[src/rtl/fetch_prefetch_queue.sv]
// Instruction prefetch stage: issues sequential word fetches to the memory
// arbiter, buffers returned words in a small queue and hands one {opcode, pc}
// micro-op per cycle to decode. A taken branch flushes the queue, discards
// any in-flight response and restarts fetch at the redirect target.

// Overflow checker: a push into a full queue without a simultaneous pop
// must never happen because request issue is gated by queue credit.
module fetch_prefetch_queue_chk #(
    parameter int CNT_W       = 3,
    parameter int QUEUE_DEPTH = 4
) (
    input logic             clk,
    input logic             reset,
    input logic             push,
    input logic             pop,
    input logic [CNT_W-1:0] count
);
    a_no_overflow: assert property (@(posedge clk) disable iff (reset)
        !(push && !pop && (count == CNT_W'(QUEUE_DEPTH))));
endmodule

module fetch_prefetch_queue #(
    parameter int          ADDR_WIDTH  = 32,
    parameter int          INST_WIDTH  = 32,
    parameter int          QUEUE_DEPTH = 4,
    parameter int unsigned RESET_PC    = 32'd0,
    parameter int unsigned MEM_BYTES   = 32'd64
) (
    input  logic                  clk,
    input  logic                  reset,
    output logic                  req_valid,
    output logic [ADDR_WIDTH-1:0] Addr,
    input  logic                  grant,
    input  logic [INST_WIDTH-1:0] rdata,
    input  logic                  data_valid,
    input  logic                  Mem_stall,
    input  logic                  system_stall,
    input  logic                  branch_taken,
    input  logic [ADDR_WIDTH-1:0] next_pc,
    output logic                  system_flush,
    output logic                  uop_valid_out,
    output logic [INST_WIDTH-1:0] opcode,
    output logic [ADDR_WIDTH-1:0] pc_out
);
    localparam int PTR_W = $clog2(QUEUE_DEPTH);
    localparam int CNT_W = PTR_W + 1;
    localparam logic [ADDR_WIDTH-1:0] RESET_PC_A  = ADDR_WIDTH'(RESET_PC);
    localparam logic [ADDR_WIDTH-1:0] MEM_BYTES_A = ADDR_WIDTH'(MEM_BYTES);
    localparam logic [ADDR_WIDTH-1:0] WORD_STEP   = ADDR_WIDTH'(32'd4);

    typedef enum logic [1:0] {
        ST_IDLE = 2'd0,
        ST_REQ  = 2'd1,
        ST_WAIT = 2'd2
    } state_t;

    // Next sequential fetch address; wraps at the end of instruction space
    // unless MEM_BYTES is zero, in which case it wraps modulo 2^ADDR_WIDTH.
    function automatic logic [ADDR_WIDTH-1:0] seq_pc(input logic [ADDR_WIDTH-1:0] pc);
        logic [ADDR_WIDTH-1:0] inc;
        inc = pc + WORD_STEP;
        if ((MEM_BYTES != 32'd0) && (inc == MEM_BYTES_A)) begin
            return {ADDR_WIDTH{1'b0}};
        end else begin
            return inc;
        end
    endfunction

    state_t                state_r, state_nxt_s;
    logic                  req_valid_r, req_valid_nxt_s;
    logic [ADDR_WIDTH-1:0] addr_r, addr_nxt_s;
    logic [ADDR_WIDTH-1:0] fetch_pc_r, fetch_pc_nxt_s;
    logic [ADDR_WIDTH-1:0] req_pc_r, req_pc_nxt_s;
    logic                  drop_r, drop_nxt_s;
    logic                  push_s, pop_s, credit_s;
    logic [CNT_W-1:0]      count_r, occupancy_s;
    logic [PTR_W-1:0]      wr_ptr_r, rd_ptr_r;
    logic [INST_WIDTH-1:0] q_inst_r [QUEUE_DEPTH];
    logic [ADDR_WIDTH-1:0] q_pc_r   [QUEUE_DEPTH];
    logic                  uop_valid_r;
    logic [INST_WIDTH-1:0] opcode_r;
    logic [ADDR_WIDTH-1:0] pc_out_r;

    // The outstanding request reserves a slot so its response always fits.
    assign occupancy_s = count_r + CNT_W'(state_r == ST_WAIT);
    assign credit_s    = (occupancy_s < CNT_W'(QUEUE_DEPTH));
    assign pop_s       = !system_stall && !branch_taken && (count_r != {CNT_W{1'b0}});

    assign req_valid     = req_valid_r;
    assign Addr          = addr_r;
    assign system_flush  = branch_taken;
    assign uop_valid_out = uop_valid_r;
    assign opcode        = opcode_r;
    assign pc_out        = pc_out_r;

    // Fetch FSM next-state and Moore request outputs; branch has top priority.
    always_comb begin
        state_nxt_s     = state_r;
        req_valid_nxt_s = req_valid_r;
        addr_nxt_s      = addr_r;
        req_pc_nxt_s    = req_pc_r;
        drop_nxt_s      = drop_r;
        push_s          = 1'b0;
        if (branch_taken) begin
            fetch_pc_nxt_s = next_pc;
        end else begin
            fetch_pc_nxt_s = fetch_pc_r;
        end
        case (state_r)
            ST_IDLE: begin
                if (branch_taken) begin
                    state_nxt_s = ST_IDLE;
                end else if (credit_s && !Mem_stall) begin
                    state_nxt_s     = ST_REQ;
                    req_valid_nxt_s = 1'b1;
                    addr_nxt_s      = fetch_pc_r;
                end else begin
                    state_nxt_s = ST_IDLE;
                end
            end
            ST_REQ: begin
                if (grant) begin
                    state_nxt_s     = ST_WAIT;
                    req_valid_nxt_s = 1'b0;
                    req_pc_nxt_s    = addr_r;
                    if (branch_taken) begin
                        drop_nxt_s = 1'b1;
                    end else begin
                        fetch_pc_nxt_s = seq_pc(fetch_pc_r);
                    end
                end else if (branch_taken || Mem_stall) begin
                    state_nxt_s     = ST_IDLE;
                    req_valid_nxt_s = 1'b0;
                end else begin
                    state_nxt_s = ST_REQ;
                end
            end
            ST_WAIT: begin
                if (data_valid) begin
                    state_nxt_s = ST_IDLE;
                    drop_nxt_s  = 1'b0;
                    push_s      = !drop_r && !branch_taken;
                end else if (branch_taken) begin
                    drop_nxt_s = 1'b1;
                end else begin
                    state_nxt_s = ST_WAIT;
                end
            end
            default: begin
                state_nxt_s     = ST_IDLE;
                req_valid_nxt_s = 1'b0;
                drop_nxt_s      = 1'b0;
            end
        endcase
    end

    // Fetch FSM state and request registers.
    always_ff @(posedge clk or posedge reset) begin
        if (reset) begin
            state_r     <= ST_IDLE;
            req_valid_r <= 1'b0;
            addr_r      <= {ADDR_WIDTH{1'b0}};
            fetch_pc_r  <= RESET_PC_A;
            req_pc_r    <= {ADDR_WIDTH{1'b0}};
            drop_r      <= 1'b0;
        end else begin
            state_r     <= state_nxt_s;
            req_valid_r <= req_valid_nxt_s;
            addr_r      <= addr_nxt_s;
            fetch_pc_r  <= fetch_pc_nxt_s;
            req_pc_r    <= req_pc_nxt_s;
            drop_r      <= drop_nxt_s;
        end
    end

    // Queue pointers and occupancy; a branch empties the queue.
    always_ff @(posedge clk or posedge reset) begin
        if (reset) begin
            wr_ptr_r <= {PTR_W{1'b0}};
            rd_ptr_r <= {PTR_W{1'b0}};
            count_r  <= {CNT_W{1'b0}};
        end else if (branch_taken) begin
            wr_ptr_r <= {PTR_W{1'b0}};
            rd_ptr_r <= {PTR_W{1'b0}};
            count_r  <= {CNT_W{1'b0}};
        end else begin
            if (push_s) begin
                wr_ptr_r <= wr_ptr_r + PTR_W'(1'b1);
            end
            if (pop_s) begin
                rd_ptr_r <= rd_ptr_r + PTR_W'(1'b1);
            end
            case ({push_s, pop_s})
                2'b10:   count_r <= count_r + CNT_W'(1'b1);
                2'b01:   count_r <= count_r - CNT_W'(1'b1);
                default: count_r <= count_r;
            endcase
        end
    end

    // Queue storage write of the returned word and its fetch PC.
    always_ff @(posedge clk) begin
        if (push_s) begin
            q_inst_r[wr_ptr_r] <= rdata;
            q_pc_r[wr_ptr_r]   <= req_pc_r;
        end
    end

    // Decode-facing output register: pop head, bubble when empty, hold on stall.
    always_ff @(posedge clk or posedge reset) begin
        if (reset) begin
            uop_valid_r <= 1'b0;
            opcode_r    <= {INST_WIDTH{1'b0}};
            pc_out_r    <= {ADDR_WIDTH{1'b0}};
        end else if (branch_taken) begin
            uop_valid_r <= 1'b0;
        end else if (pop_s) begin
            uop_valid_r <= 1'b1;
            opcode_r    <= q_inst_r[rd_ptr_r];
            pc_out_r    <= q_pc_r[rd_ptr_r];
        end else if (!system_stall) begin
            uop_valid_r <= 1'b0;
        end else begin
            uop_valid_r <= uop_valid_r;
        end
    end

    fetch_prefetch_queue_chk #(
        .CNT_W       (CNT_W),
        .QUEUE_DEPTH (QUEUE_DEPTH)
    ) u_chk (
        .clk   (clk),
        .reset (reset),
        .push  (push_s),
        .pop   (pop_s),
        .count (count_r)
    );
endmodule

[config.mk]
export PLATFORM = sky130hd
export DESIGN_NAME = fetch_prefetch_queue
export DESIGN_NICKNAME = d
export VERILOG_FILES = /design/src/rtl/fetch_prefetch_queue.sv
export SDC_FILE = /design/constraint.sdc
export NUM_CORES = 1
export LEC_CHECK = 0
export BUFFER_PORTS_ARGS = -buffer_cell sky130_fd_sc_hd__buf_2
export CAP_MARGIN = 25
export CORE_MARGIN = 5
export CORE_UTILIZATION = 45
export CTS_CLUSTER_SIZE = 28
export DETAILED_ROUTE_END_ITERATION = 10
export PLACE_DENSITY_LB_ADDON = 0.15
export SETUP_SLACK_MARGIN = 0.02
export SYNTH_ARGS = -nofsm -noshare
export SYNTH_HDL_FRONTEND = slang
export SYNTH_SLANG_ARGS = --single-unit
export TNS_END_PERCENT = 100
[constraint.sdc]
create_clock -name clk -period 6 [get_ports clk]
set_clock_uncertainty 0.1 [all_clocks]
set_input_delay 0.6 -clock clk [delete_from_list [all_inputs] [get_ports clk]]
set_output_delay 0.6 -clock clk [all_outputs]
set_load 0.1 [all_outputs]
==> metrics <==
RSZ-0062 raised after global routing=no; register share of total power=0.398; largest net degree at the start of global routing=123; HPWL after DPL=23890 um; Max Cap Viol=0; static leakage power=0.007864 uW; Synth-to-Final Area Change=16.86%; Ports=170; EDFF count, synth=256; maximum clock path buffer count=3; Syn Nets=1277; # port buffers=169; Yosys top cell area share=0.4503; area of the mapped netlist=17070 sq um; Critical Path End Type=flip-flop; post-synth cell types=59; Final ANT Viol Nets=0; Synth Flop Type=edfxtp_1; Final Setup Violations=0; clock slew at reported path FFs=60 ps; # Post-CTS Setup Buffers=0; Synth Area in Compound Gates=0.03342; DRT Pass-1 Iters=7; wire per inst=20.24 um; Net Switching=4553 uW; f_max=0.2898 GHz; largest family of logic cells by synthesized area=simple AND/OR/NAND/NOR gates; layout cells sized above 1=0.2588; Die X=204.8 um; Worst Max-Slew Pin Slew=1058 ps; worst setup path class=flip-flop to flip-flop; depth of the CTS H-tree=2; Final TNS setup=0 ps; post-synthesis simple-gate area fraction=0.1157; routability congestion estimate from global placement=0.8804; root buffer cell=clkbuf_16; CTS Sinks=428; combinational power share=0.344; post-synthesis cell count=1195; post-synth top area cell=edfxtp_1; WL final=38530 um; row count=71; drt via density=5.296; Max Slew Vio Count=0; initial antenna violation count=0; synth cell count leaders=nand2_1 (348), edfxtp_1 (256), dfrtp_1 (172), mux4_2 (64), clkbuf_1 (45); Seq/Total Area, Yosys=0.7024; post-route cell area=19950 sq um; die height=204.8 um; top cells by area, synth=edfxtp_1 (45%), dfrtp_1 (25%), mux4_2 (8.4%), nand2_1 (7.7%), mux2_2 (2.2%); FILL cells=3229; Die Area=41930 sq um; post-synthesis mux area share=0.1074; post_cts resized=0; Syn Area/Cell=14.29 sq um; crit-path max FO=9; Final Hold Viols=0; drt drc=0; reg-to-reg setup timing slack=2550 ps; Startpoint Class=flip-flop; DP Area=18410 sq um; vias in the first global route=10150; Clk pwr share=0.258; most numerous cell in the Yosys netlist=nand2_1; core footprint=37580 sq um; via count=10080; Starting DRT DRC Count=503; Synth async-reset ratio=0.4019; power density cells=531.7 nW/um^2; Int Pwr=6056 uW; HP Class=primary input to asynchronous set/reset pin; Multi-input gate area=4792 sq um; fin nets=1439; Congestion Overflow GR=0; Final period util=0.5751; CP required=6310 ps; Post-Synth Adder-Cell Area=0.008501; slew margin rel.=0.2945; status=finished, final reports clean; gr usage total=0.1860; TritonCTS clock tree=built; first-pass GRT wire length=60620 um; crit path DAT=3760 ps; FF/Latch Area=12000 sq um; Worst-Skew Late Latency=530 ps; xor/xnor share of the synthesized area=0.01436; Peak VDD IR=0.3831 mV; Warnings, synthesis=0; Tmin final=3451 ps; Num CTS Buffers=44; Yosys reg bits=428; Hold-fix buffers, CTS=0; initial core utilization=0.4543; sw frac=0.4292
## critical path: stages, from the launching register on
cell and delay (ps):
dfrtp_1 500, ha_1 270, nand3_1 320, nor4_2 660, nand3b_1 140, a2111oi_0 580, nand4_1 290, o311ai_1 360
a2bb2oi_1 110
## area by class of cell
cell class                 instances  share of cell area
clock inverter                    20             0.01003
clock buffer                      60             0.06296
sequential                       428              0.6014
inverter                          11            0.002446
antenna                            2           0.0002508
timing repair buffer             183             0.05067
tap                              511             0.03205
multi-input combinational        689              0.2402
## path summary, 6_finish.rpt
check | end | start | depth (start not counted)
setup / recovery | fetch_pc_r[6] | fetch_pc_r[2] | 8
hold / removal | fetch_pc_r[0] | reset | 2
setup reg to reg | fetch_pc_r[6] | fetch_pc_r[2] | 8
hold reg to reg | opcode[11] | opcode[11] | 2
max in group asynchronous | rd_ptr_r[1] | reset | 3
min in group clk | fetch_pc_r[18] | next_pc[18] | 3
## cell usage in the layout (no fill, tap or decap), drive strengths merged, types with 16 or more instances in the layout
master | netlist | final
dfrtp | 172 | 172
mux4 | 64 | 64
nand2 | 348 | 348
edfxtp | 256 | 256
nand4 | 16 | 16
xor2 | 18 | 18
buf | 22 | 183
a21oi | 19 | 19
nand3 | 19 | 19
clkbuf | 45 | 60
mux2 | 33 | 33
o21ai | 41 | 41
## registers in the layout (all words and copies together) (netlist names), 2 cells and up
register    flops
req_pc_r       32
count_r         3
Addr           32
wr_ptr_r        2
pc_out         32
state_r         2
q_pc_r        128
rd_ptr_r        2
opcode         32
q_inst_r      128
fetch_pc_r     32
## layer usage
layer	wire [um]	up-vias	track usage
met5	0	-	0
met4	613	0	0.03996
met3	2394	46	0.03863
met2	17310	268	0.2784
met1	18210	5106	0.2849
li1	-	4664	-
## logic make-up (layout without fill, tap and decap cells)
group	count (synthesis)	after routing
AOI/OAI and AO/OA	93	93
xor gates and xnor gates	28	28
adders and majority gates	11	11
buffers and inverters	78	274
DFF	428	428
muxes	99	99
other	0	2
and+or+nand+nor	458	458
## per-stage QoR
| stage | instances | hold slack [ps] | total power, uW | utilization | setup slack, ps |
|---|---|---|---|---|---|
| global route | 1902 | 150.8 | 11090 | 0.5308 | 2424 |
| CTS | 1899 | 142.6 | 10730 | 0.5286 | 2619 |
| global placement | 1819 | 352.4 | 7943 | 0.4899 | 2788 |
| finish | 1904 | 89.90 | 10610 | 0.5309 | 2549 |
| floorplan | 1195 | 375.8 | 7183 | - | 639.9 |
| detailed placement | 1819 | 357.6 | 7973 | 0.4899 | 2650 |
## power by group through the flow
stage               Combinational (uW)  Sequential, uW  Clock, uW
floorplan                          918            6260          0
global placement                  3660            4290          0
detailed placement                3670            4300          0
CTS                               3680            4240       2800
global route                      3840            4300       2950
finish                            3650            4220       2730
(Power assumes the default switching activity.)
